**src/rtl/sync_pkg.sv**
```systemverilog
// sync_pkg: constants and helpers shared by the input-conditioning blocks.
//   SYNC_STAGES_DEF    : default synchroniser depth.
//   SYNC_DB_CYCLES_DEF : default debounce qualification length.
//   sync_cnt_w()       : debounce counter width, clog2 with a floor of 1.
package sync_pkg;

  localparam int SYNC_STAGES_DEF    = 2;
  localparam int SYNC_DB_CYCLES_DEF = 4;

  // The counter only has to reach n-1, so clog2(n) bits are enough.
  // n of 1 or 2 still gets one bit so the counter has a real width.
  function automatic int sync_cnt_w(input int n);
    return (n <= 2) ? 1 : $clog2(n);
  endfunction

endpackage

```
**src/rtl/sync_db_chan.sv**
```systemverilog
// sync_db_chan: one channel of the input conditioner.
//   STAGES-deep synchroniser, optional debounce counter, and registered
//   single-cycle rise/fall pulses.
// Ports:
//   clk  : clock
//   rst  : synchronous active-high reset (wins over en)
//   en   : clock enable; rise/fall are forced low while en is low
//   d    : raw asynchronous input bit
//   q    : synchronised (and debounced) level
//   rise : one-cycle pulse on q 0->1
//   fall : one-cycle pulse on q 1->0
// Macro SYNC_DEBOUNCE_EN: when defined, q only follows the synchronised input
//   once it has differed from q for DB_CYCLES enabled edges in a row; when
//   undefined, q follows the synchroniser output directly.
module sync_db_chan
  import sync_pkg::*;
#(
  parameter int   STAGES    = SYNC_STAGES_DEF,
  parameter int   DB_CYCLES = SYNC_DB_CYCLES_DEF,
  parameter logic RST_VAL   = 1'b0
) (
  input  logic clk,
  input  logic rst,
  input  logic en,
  input  logic d,
  output logic q,
  output logic rise,
  output logic fall
);

  if (STAGES < 2) begin : g_bad_stages
    $error("sync_db_chan: STAGES must be >= 2");
  end
  if (DB_CYCLES < 1) begin : g_bad_db
    $error("sync_db_chan: DB_CYCLES must be >= 1");
  end

  logic [STAGES-1:0] r_chain;
  logic              r_q;
  logic              r_rise;
  logic              r_fall;
  logic              w_s;

  assign w_s = r_chain[STAGES-1];

  always_ff @(posedge clk) begin
    if (rst)     r_chain <= {STAGES{RST_VAL}};
    else if (en) r_chain <= {r_chain[STAGES-2:0], d};
  end

`ifdef SYNC_DEBOUNCE_EN
  localparam int             CW      = sync_cnt_w(DB_CYCLES);
  localparam logic [CW-1:0]  CNT_MAX = CW'(DB_CYCLES - 1);

  logic [CW-1:0] r_cnt;

  always_ff @(posedge clk) begin
    if (rst) begin
      r_cnt  <= '0;
      r_q    <= RST_VAL;
      r_rise <= 1'b0;
      r_fall <= 1'b0;
    end else begin
      // Pulses are single-cycle by default; only a qualified change sets one.
      r_rise <= 1'b0;
      r_fall <= 1'b0;
      if (en) begin
        if (w_s == r_q) begin
          // Any bounce back to the current level restarts qualification.
          r_cnt <= '0;
        end else if (r_cnt == CNT_MAX) begin
          r_q    <= w_s;
          r_cnt  <= '0;
          r_rise <= w_s;
          r_fall <= ~w_s;
        end else begin
          r_cnt <= r_cnt + 1'b1;
        end
      end
    end
  end
`else
  always_ff @(posedge clk) begin
    if (rst) begin
      r_q    <= RST_VAL;
      r_rise <= 1'b0;
      r_fall <= 1'b0;
    end else if (en) begin
      r_q    <= w_s;
      r_rise <= w_s & ~r_q;
      r_fall <= ~w_s & r_q;
    end else begin
      r_rise <= 1'b0;
      r_fall <= 1'b0;
    end
  end
`endif

  assign q    = r_q;
  assign rise = r_rise;
  assign fall = r_fall;

endmodule

```
**src/rtl/sync_debounce.sv**
```systemverilog
// sync_debounce: WIDTH-channel input conditioner for asynchronous board
//   inputs. Each bit is handled by an independent sync_db_chan.
// Ports:
//   clk  : clock
//   rst  : synchronous active-high reset, priority over en
//   en   : clock enable for all state
//   d    : [WIDTH] raw asynchronous inputs
//   q    : [WIDTH] synchronised, debounced levels (registered)
//   rise : [WIDTH] one-cycle pulses on q 0->1 (registered)
//   fall : [WIDTH] one-cycle pulses on q 1->0 (registered)
// Macro SYNC_DEBOUNCE_EN: defined builds the per-channel debounce counters
//   (latency STAGES+DB_CYCLES); undefined gives a plain synchroniser with
//   edge pulses (latency STAGES+1) and DB_CYCLES is ignored.
module sync_debounce
  import sync_pkg::*;
#(
  parameter int               WIDTH     = 4,
  parameter int               STAGES    = SYNC_STAGES_DEF,
  parameter int               DB_CYCLES = SYNC_DB_CYCLES_DEF,
  parameter logic [WIDTH-1:0] RST_VAL   = '0
) (
  input  logic             clk,
  input  logic             rst,
  input  logic             en,
  input  logic [WIDTH-1:0] d,
  output logic [WIDTH-1:0] q,
  output logic [WIDTH-1:0] rise,
  output logic [WIDTH-1:0] fall
);

  for (genvar i = 0; i < WIDTH; i++) begin : g_chan
    sync_db_chan #(
      .STAGES    (STAGES),
      .DB_CYCLES (DB_CYCLES),
      .RST_VAL   (RST_VAL[i])
    ) u_chan (
      .clk  (clk),
      .rst  (rst),
      .en   (en),
      .d    (d[i]),
      .q    (q[i]),
      .rise (rise[i]),
      .fall (fall[i])
    );
  end

endmodule
```
**config.mk**
```make
export PLATFORM = sky130hd
export DESIGN_NAME = sync_debounce
export DESIGN_NICKNAME = d
export VERILOG_FILES = /design/src/rtl/sync_pkg.sv /design/src/rtl/sync_db_chan.sv /design/src/rtl/sync_debounce.sv
export SDC_FILE = /design/constraint.sdc
export NUM_CORES = 1
export LEC_CHECK = 0
export CORE_AREA = 8 8 47 49
export CTS_CLUSTER_DIAMETER = 200
export DETAILED_ROUTE_END_ITERATION = 16
export DIE_AREA = 0 0 55 57
export PLACE_DENSITY = 0.84
export SETUP_SLACK_MARGIN = 0.5
export SYNTH_ARGS = -nofsm -noshare
export SYNTH_HDL_FRONTEND = slang
export SYNTH_HIERARCHICAL = 1
export SYNTH_SLANG_ARGS = --single-unit
```
**constraint.sdc**
```tcl
create_clock -name clk -period 1.4 [get_ports clk]
set_input_delay 0.42 -clock clk [delete_from_list [all_inputs] [get_ports clk]]
set_output_delay 0.42 -clock clk [all_outputs]
set_load 0.02 [all_outputs]
```
After elaboration in Yosys (flattened, before gate mapping)
Index checks and enable logic that the tools add are counted.
{"block": "totals", "output_inout_bits": 12, "inputBits": 7, "reg_bits": 20, "elab_cells": 34}
{"block": "op_classes", "bitwise_logic": 17, "reduce_logical": 1}
{"operator": "NOT 1 bit", "n": 9}
{"operator": "bitwise AND 1 bit", "n": 8}
{"operator": "OR reduction 2 bit", "n": 1}

Depth between registers and ports, before layout
Gate-level depths: netlist of the first run.
{"block": "depth", "ltp_word": 2, "ltp_mapped": 2, "mapped_depth_nobuf": 2}

By module
Netlist of the first run, hierarchy kept.
{"mod": "sync_db_chan", "seq_area_each_um2": 100.1, "area_each_um2": 166.4, "n_inst": 4, "cells_each": 13}

Worst setup path after synthesis of the first run
No wires, ideal clock.
{"block": "synth_path", "path_type": "register to output", "from": "register g_chan[0].u_chan.r_q", "to": "output q[0]", "stages_incl_launch_ff": 1, "path_slack_ps": 550, "t_arrival_ps": 430, "n_path_buf": 0, "required_ps": 980, "cell_sequence": "dfxtp_1"}
{"element": "from (decl)", "line": "sync_db_chan.sv:39", "text": "logic r_q;"}
{"element": "from (signal assigned)", "line": "sync_db_chan.sv:89", "text": "r_q <= w_s;"}
{"element": "to (decl)", "line": "sync_debounce.sv:26", "text": "output logic [WIDTH-1:0] q,"}
No word-level cell between the ends.

Worst setup path in the final report of the first run
{"block": "layout_path", "from": "register g_chan[1].u_chan.r_q", "to": "output q[1]"}
{"element": "from (decl)", "line": "sync_db_chan.sv:39"}
{"element": "from (signal assigned)", "line": "sync_db_chan.sv:89"}
No word-level cell between the ends.

==> flow_summary.yaml, run 1 <==
run_status:
  run_status: "finished, final reports clean"
logic_synthesis:
  ys_ff_latch: 20
  synthDistinctLibCells: 4
  syn_inst: 52
  syn_avg_cell_area_um2: 12.8
  syn-num-nets: 59
  yosysSeqAreaShare_pct: 60.2
  ys_warn_count: 6
  synthesis.area_um2: 666
placement:
  dp.cells: 97
  numPortBuffers: 18
  hpwl_um: 923
  gp_congestion: 0.673
  place_ws_ps: -84.9
power:
  power_mw: 1.02
  p_leak_nw: 0.490
  vdd_drop_max_uv: 610
  p_per_area_nw_per_um2: 964
detailed_routing:
  wl_per_cell_um: 13.0
  ant_nets: 0
  wl_mm: 1.34
  vias: 505
  vias_per_cell: 4.90
  route.detailed.drc: 0
  dr.first_iter.drc_count: 1
  first_pass_iters: 3
critical_path:
  reg2reg_to: "g_chan[0].u_chan/rise"
  cp_num_buf_inv: 1
  reg2reg_depth: 2
  endpoint: "q[1]"
  critPathMaxStageDelay_ps: 350
  critPathCaptureType: "primary output"
  crit_type: "reg -> out"
  crit_fanout: 2
  cp-startpoint: "g_chan[1].u_chan/q"
  startpoint_type: "flip-flop"
  cp.required_ps: 980
  slowest_stage: "dfxtp_2"
  reg2reg_slack_ps: 610
  cp_num_cells: 1
  worstPathArrival_ps: 760
  worstPathCellList: "buf_6"
  r2r-start: "g_chan[0].u_chan/q"
  critPathTopFamily: "flip-flops"
sta:
  grt_setup_unrepaired: "true"
  max-slew-margin-rel_pct: 90.8
  tightestPinTransition_ps: 135
  fin_crit_sh_pct: 84.0
  layout_min_cycle_time_ps: 1180
  drv_slew: 0
  hold_ws_ps: 504
  max_clock_freq_mhz: 851
  setup_viol: 0
  setup_slack_ps: 224
  finalHoldViolCount: 0
  worst_clock_skew_ps: 4.98
global_routing:
  grt_pass1_wl_mm: 2.24
  antenna_found_initial: 0
  grt.overflow.total: 0
  grt_pass1_vias: 527
  grt_usage_pct: 9.30
  grt_max_degree: 12
clocking:
  cts_root_buf: "clkbuf_4"
  clock-sinks: 20
  worstSkewPairLatency_ps: 290
  h-tree-depth: 1
  path_clk_slew_ps: 110
  cts_buffer_depth: 2
  cts_buffers: 3
  cts_tree: "yes"
  post-cts-setup-buffers: 0
finish:
  fin_nets: 94
  drive_above_1_share_pct: 57.0
  instances_no_fill: 103
  diodes: 0
  utilization_pct: 67.4
  area_growth_pct: 59.6
floorplanning:
  dieArea_um2: 3140
  pin_count: 19
  die_h_um: 57
  fp.dieW_um: 55
  coreArea_um2: 1580
  initial_core_util_pct: 42.2
  num_rows: 15
worst_hold_path:
  hold_path.class: "reg -> reg"
job:
  max_cap_violations: 0
metrics by stage:
| stage | TNS [ps] | area, µm² |
|---|---|---|
| after global routing | 0 | 1060 |
| after detailed placement | -880 | 955 |
| after CTS | 0 | 1060 |
| after floorplan | 0 | 666 |
| final | 0 | 1060 |
| after global placement | -580 | 955 |
cell usage after synthesis:
cell / instances / share of area (%)
and4bb_2: 8 / 15
mux2i_1: 12 / 18
nor2_1: 12 / 6.8
dfxtp_1: 20 / 60
sequential cells by signal, summed over array words and instances (netlist names):
name	flops
g_chan.u_chan/fall	4
g_chan.u_chan/rise	4
g_chan.u_chan/r_chain	8
g_chan.u_chan/q	4
cells by family (layout without fill, tap and decap cells):
group	after synthesis	in the layout	share of synthesized area (%)
DFF	20	20	60.1
buffers and inverters	0	34	0
muxes	12	12	18.0
and+or+nand+nor	20	20	21.8
metal layers:
layer	track usage (%)	routed length (µm)	vias to the layer above	share of wire (%)
li1	-	-	254	-
met4	3.09	0	0	0
met3	3.38	100	0	7.5
met5	0	0	-	0
met1	9.56	512	240	38
met2	16.4	726	11	54
power breakdown:
group	switching [mW]	total (mW)	internal (mW)
Clock	0.162	0.320	0.158
Combinational	0.0405	0.111	0.0704
Sequential	0.00875	0.593	0.584
Total	0.211	1.02	0.812
layout by cell type (no fill, tap or decap):
cell type	Yosys	final
buf_12	0	1
and4bb_2	8	8
clkbuf_8	0	1
buf_2	0	1
nor2_1	12	12
dlygate4sd2_1	0	1
buf_6	0	14
bufbuf_16	0	1
mux2i_1	12	12
buf_4	0	8
clkbuf_4	0	3
dfxtp_2	0	12
dfxtp_1	20	8
clkdlybuf4s50_1	0	4
layout make-up:
class,instances,area [µm²]
flip-flops and latches,20,415
well taps,17,21.3
clock buffers,4,36.3
fillers,116,514
multi-input cells,32,265
repair buffers,30,324
repair_timing:
action	4_1_cts	5_1_grt
endpoints found under the hold margin	0	0
cloned	2	0
hold buffers	0	0
setup endpoints to repair	32	12
resized for setup	92	0
worst min-delay path by stage:
| stage | from | end | slack (ps) | depth (start not counted) |
|---|---|---|---|---|
| 3_3_place_gp | g_chan[2].u_chan/r_chain[0] | g_chan[2].u_chan/r_chain[1] | 470 | 2 |
| 2_1_floorplan | g_chan[0].u_chan/r_chain[0] | g_chan[0].u_chan/r_chain[0] | 460 | 2 |
| 5_1_grt | g_chan[2].u_chan/r_chain[0] | g_chan[2].u_chan/r_chain[1] | 540 | 2 |
| 4_1_cts | g_chan[2].u_chan/r_chain[0] | g_chan[2].u_chan/r_chain[1] | 510 | 2 |
| 3_5_place_dp | g_chan[2].u_chan/r_chain[0] | g_chan[2].u_chan/r_chain[1] | 480 | 2 |
| 6_report | g_chan[2].u_chan/r_chain[0] | g_chan[2].u_chan/r_chain[1] | 500 | 2 |
No activity file was read; power rests on OpenSTA's default activity.
==> inputs of run 2 (changes only) <==
- CORE_AREA: 8 8 47 49 -> 8 8 53 51
- DIE_AREA: 0 0 55 57 -> 0 0 61 59
- PLACE_DENSITY: 0.84 -> 0.75
- clock period: 1.4 -> 1.05 ns (I/O delays scaled with it)
==> flow_summary.yaml, run 2 (synthesized netlist as in run 1, its figures left out) <==
critical_path:
  critPathCaptureType: "primary output"
  crit_fanout: 2
  slowest_stage: "dfxtp_4"
  critPathTopFamily: "flip-flops"
  worstPathCellList: "buf_6"
  critPathMaxStageDelay_ps: 360
  crit_type: "reg -> out"
  cp_num_buf_inv: 1
  startpoint_type: "flip-flop"
  worstPathArrival_ps: 770
  cp.required_ps: 730
detailed_routing:
  route.detailed.drc: 0
  wl_per_cell_um: 13.4
  dr.first_iter.drc_count: 0
  wl_mm: 1.51
  ant_nets: 0
  vias: 514
  first_pass_iters: 1
  vias_per_cell: 4.55
clocking:
  clock-sinks: 20
  cts_tree: "yes"
  cts_root_buf: "clkbuf_4"
  cts_buffer_depth: 2
  cts.hold.buffers_added: 0
  worstSkewPairLatency_ps: 290
  h-tree-depth: 1
  path_clk_slew_ps: 100
  cts_buffers: 3
placement:
  dp.cells: 103
  gp_congestion: 0.697
  numPortBuffers: 18
  place_ws_ps: -316
  postPlaceCellArea_um2: 1010
sta:
  grt_setup_unrepaired: "true"
  fin_tns_setup_ps: -321
  max_clock_freq_mhz: 921
  setup_viol: 12
  fin_crit_sh_pct: 103
  worst_clock_skew_ps: 0.698
  finalHoldViolCount: 0
  hold_ws_ps: 343
  tightestPinTransition_ps: 179
  layout_min_cycle_time_ps: 1090
  drv_slew: 0
  max-slew-margin-rel_pct: 87.7
  setup_slack_ps: -35.9
finish:
  final_common_cell: "buf_6"
  regMostFlops: "g_chan.u_chan/r_chain"
  instances_no_fill: 113
  largest_reg_flops: 8
  diodes: 0
  final_area_um2: 1190
  area_growth_pct: 78.9
  final_cell_mix: "buf_6, mux2i_1, nor2_1, dfxtp_4"
  fin_nets: 97
  num-fill-cells: 148
  drive_above_1_share_pct: 68.2
  utilization_pct: 65.4
run_status:
  violations: "negative setup slack"
  run_status: "finished, violations left"
power:
  clockPowerShare_pct: 26.5
  p_leak_nw: 0.531
  intPower_mw: 0.997
  power_frac_seq_pct: 59.8
  sw_frac_of_total_pct: 22.0
  p_switching_mw: 0.282
  power_frac_comb_pct: 13.7
  p_per_area_nw_per_um2: 1070
  vdd_drop_max_uv: 792
  power_mw: 1.28
floorplanning:
  initial_core_util_pct: 36.6
  pin_count: 19
  num_rows: 15
  die_h_um: 59
  fp.dieW_um: 61
  coreArea_um2: 1820
  dieArea_um2: 3600
global_routing:
  grt_usage_pct: 9.03
  grt_max_degree: 11
  antenna_found_initial: 0
  grt_pass1_vias: 548
  grt.overflow.total: 0
  grt_pass1_wl_mm: 2.41
job:
  max_cap_violations: 0
worst_hold_path:
  hold_path.class: "in -> reg"
-- run 2: cell count changes in the layout (fill, tap and decap cells not counted), moves of 3 or more --
cell             previous run  this run
buf_6                      14        21
dlygate4sd2_1               1         4
clkdlybuf4s50_1             4         0
dfxtp_1                     8         0
dfxtp_4                     0        12
buf_16                      0         3
dfxtp_2                    12         8
buf_4                       8         3
-- run 2: metal layers --
| layer | global-route usage [%] | wire [µm] | share of wire, % | up-vias |
|---|---|---|---|---|
| met5 | 0 | 0 | 0 | - |
| met4 | 2.99 | 9 | 0.59 | 0 |
| met3 | 4.34 | 82 | 5.4 | 2 |
| met2 | 16.3 | 796 | 53 | 13 |
| met1 | 8.64 | 626 | 41 | 235 |
| li1 | - | - | - | 264 |
-- run 2: path summary, 6_finish.rpt --
| kind | from | to | slack [ps] | cells after the start |
|---|---|---|---|---|
| max | g_chan[2].u_chan/q | q[2] | -40 | 1 |
| min | rst | g_chan[0].u_chan/q | 340 | 3 |
| max reg2reg | g_chan[2].u_chan/q | g_chan[2].u_chan/rise | 40 | 4 |
| min reg2reg | g_chan[1].u_chan/r_chain[0] | g_chan[1].u_chan/r_chain[0] | 500 | 2 |
-- run 2: final cells by class --
type | instances | area, µm² | area share, %
clock buffers | 3 | 22.5 | 1.89
multi-input cells | 32 | 265 | 22.3
flip-flops and latches | 20 | 455 | 38.2
well taps | 25 | 31.3 | 2.63
repair buffers | 33 | 417 | 35.0
-- run 2: repair_timing --
| item | in CTS | in global routing |
|---|---|---|
| endpoints found under the setup margin | 32 | 32 |
| hold endpoints to repair | 0 | 0 |
| setup buffers | 2 | 2 |
| gates resized for setup | 105 | 1 |
| pin swaps | 10 | 10 |
| gates cloned | 3 | 0 |
-- run 2: power groups by stage --
stage / Clock [mW] / Sequential [mW] / Combinational, mW
floorplan: 0 / 0.783 / 0.0358
global placement: 0 / 0.778 / 0.125
detailed placement: 0 / 0.779 / 0.128
CTS: 0.356 / 0.765 / 0.172
global route: 0.374 / 0.768 / 0.185
finish: 0.339 / 0.765 / 0.175
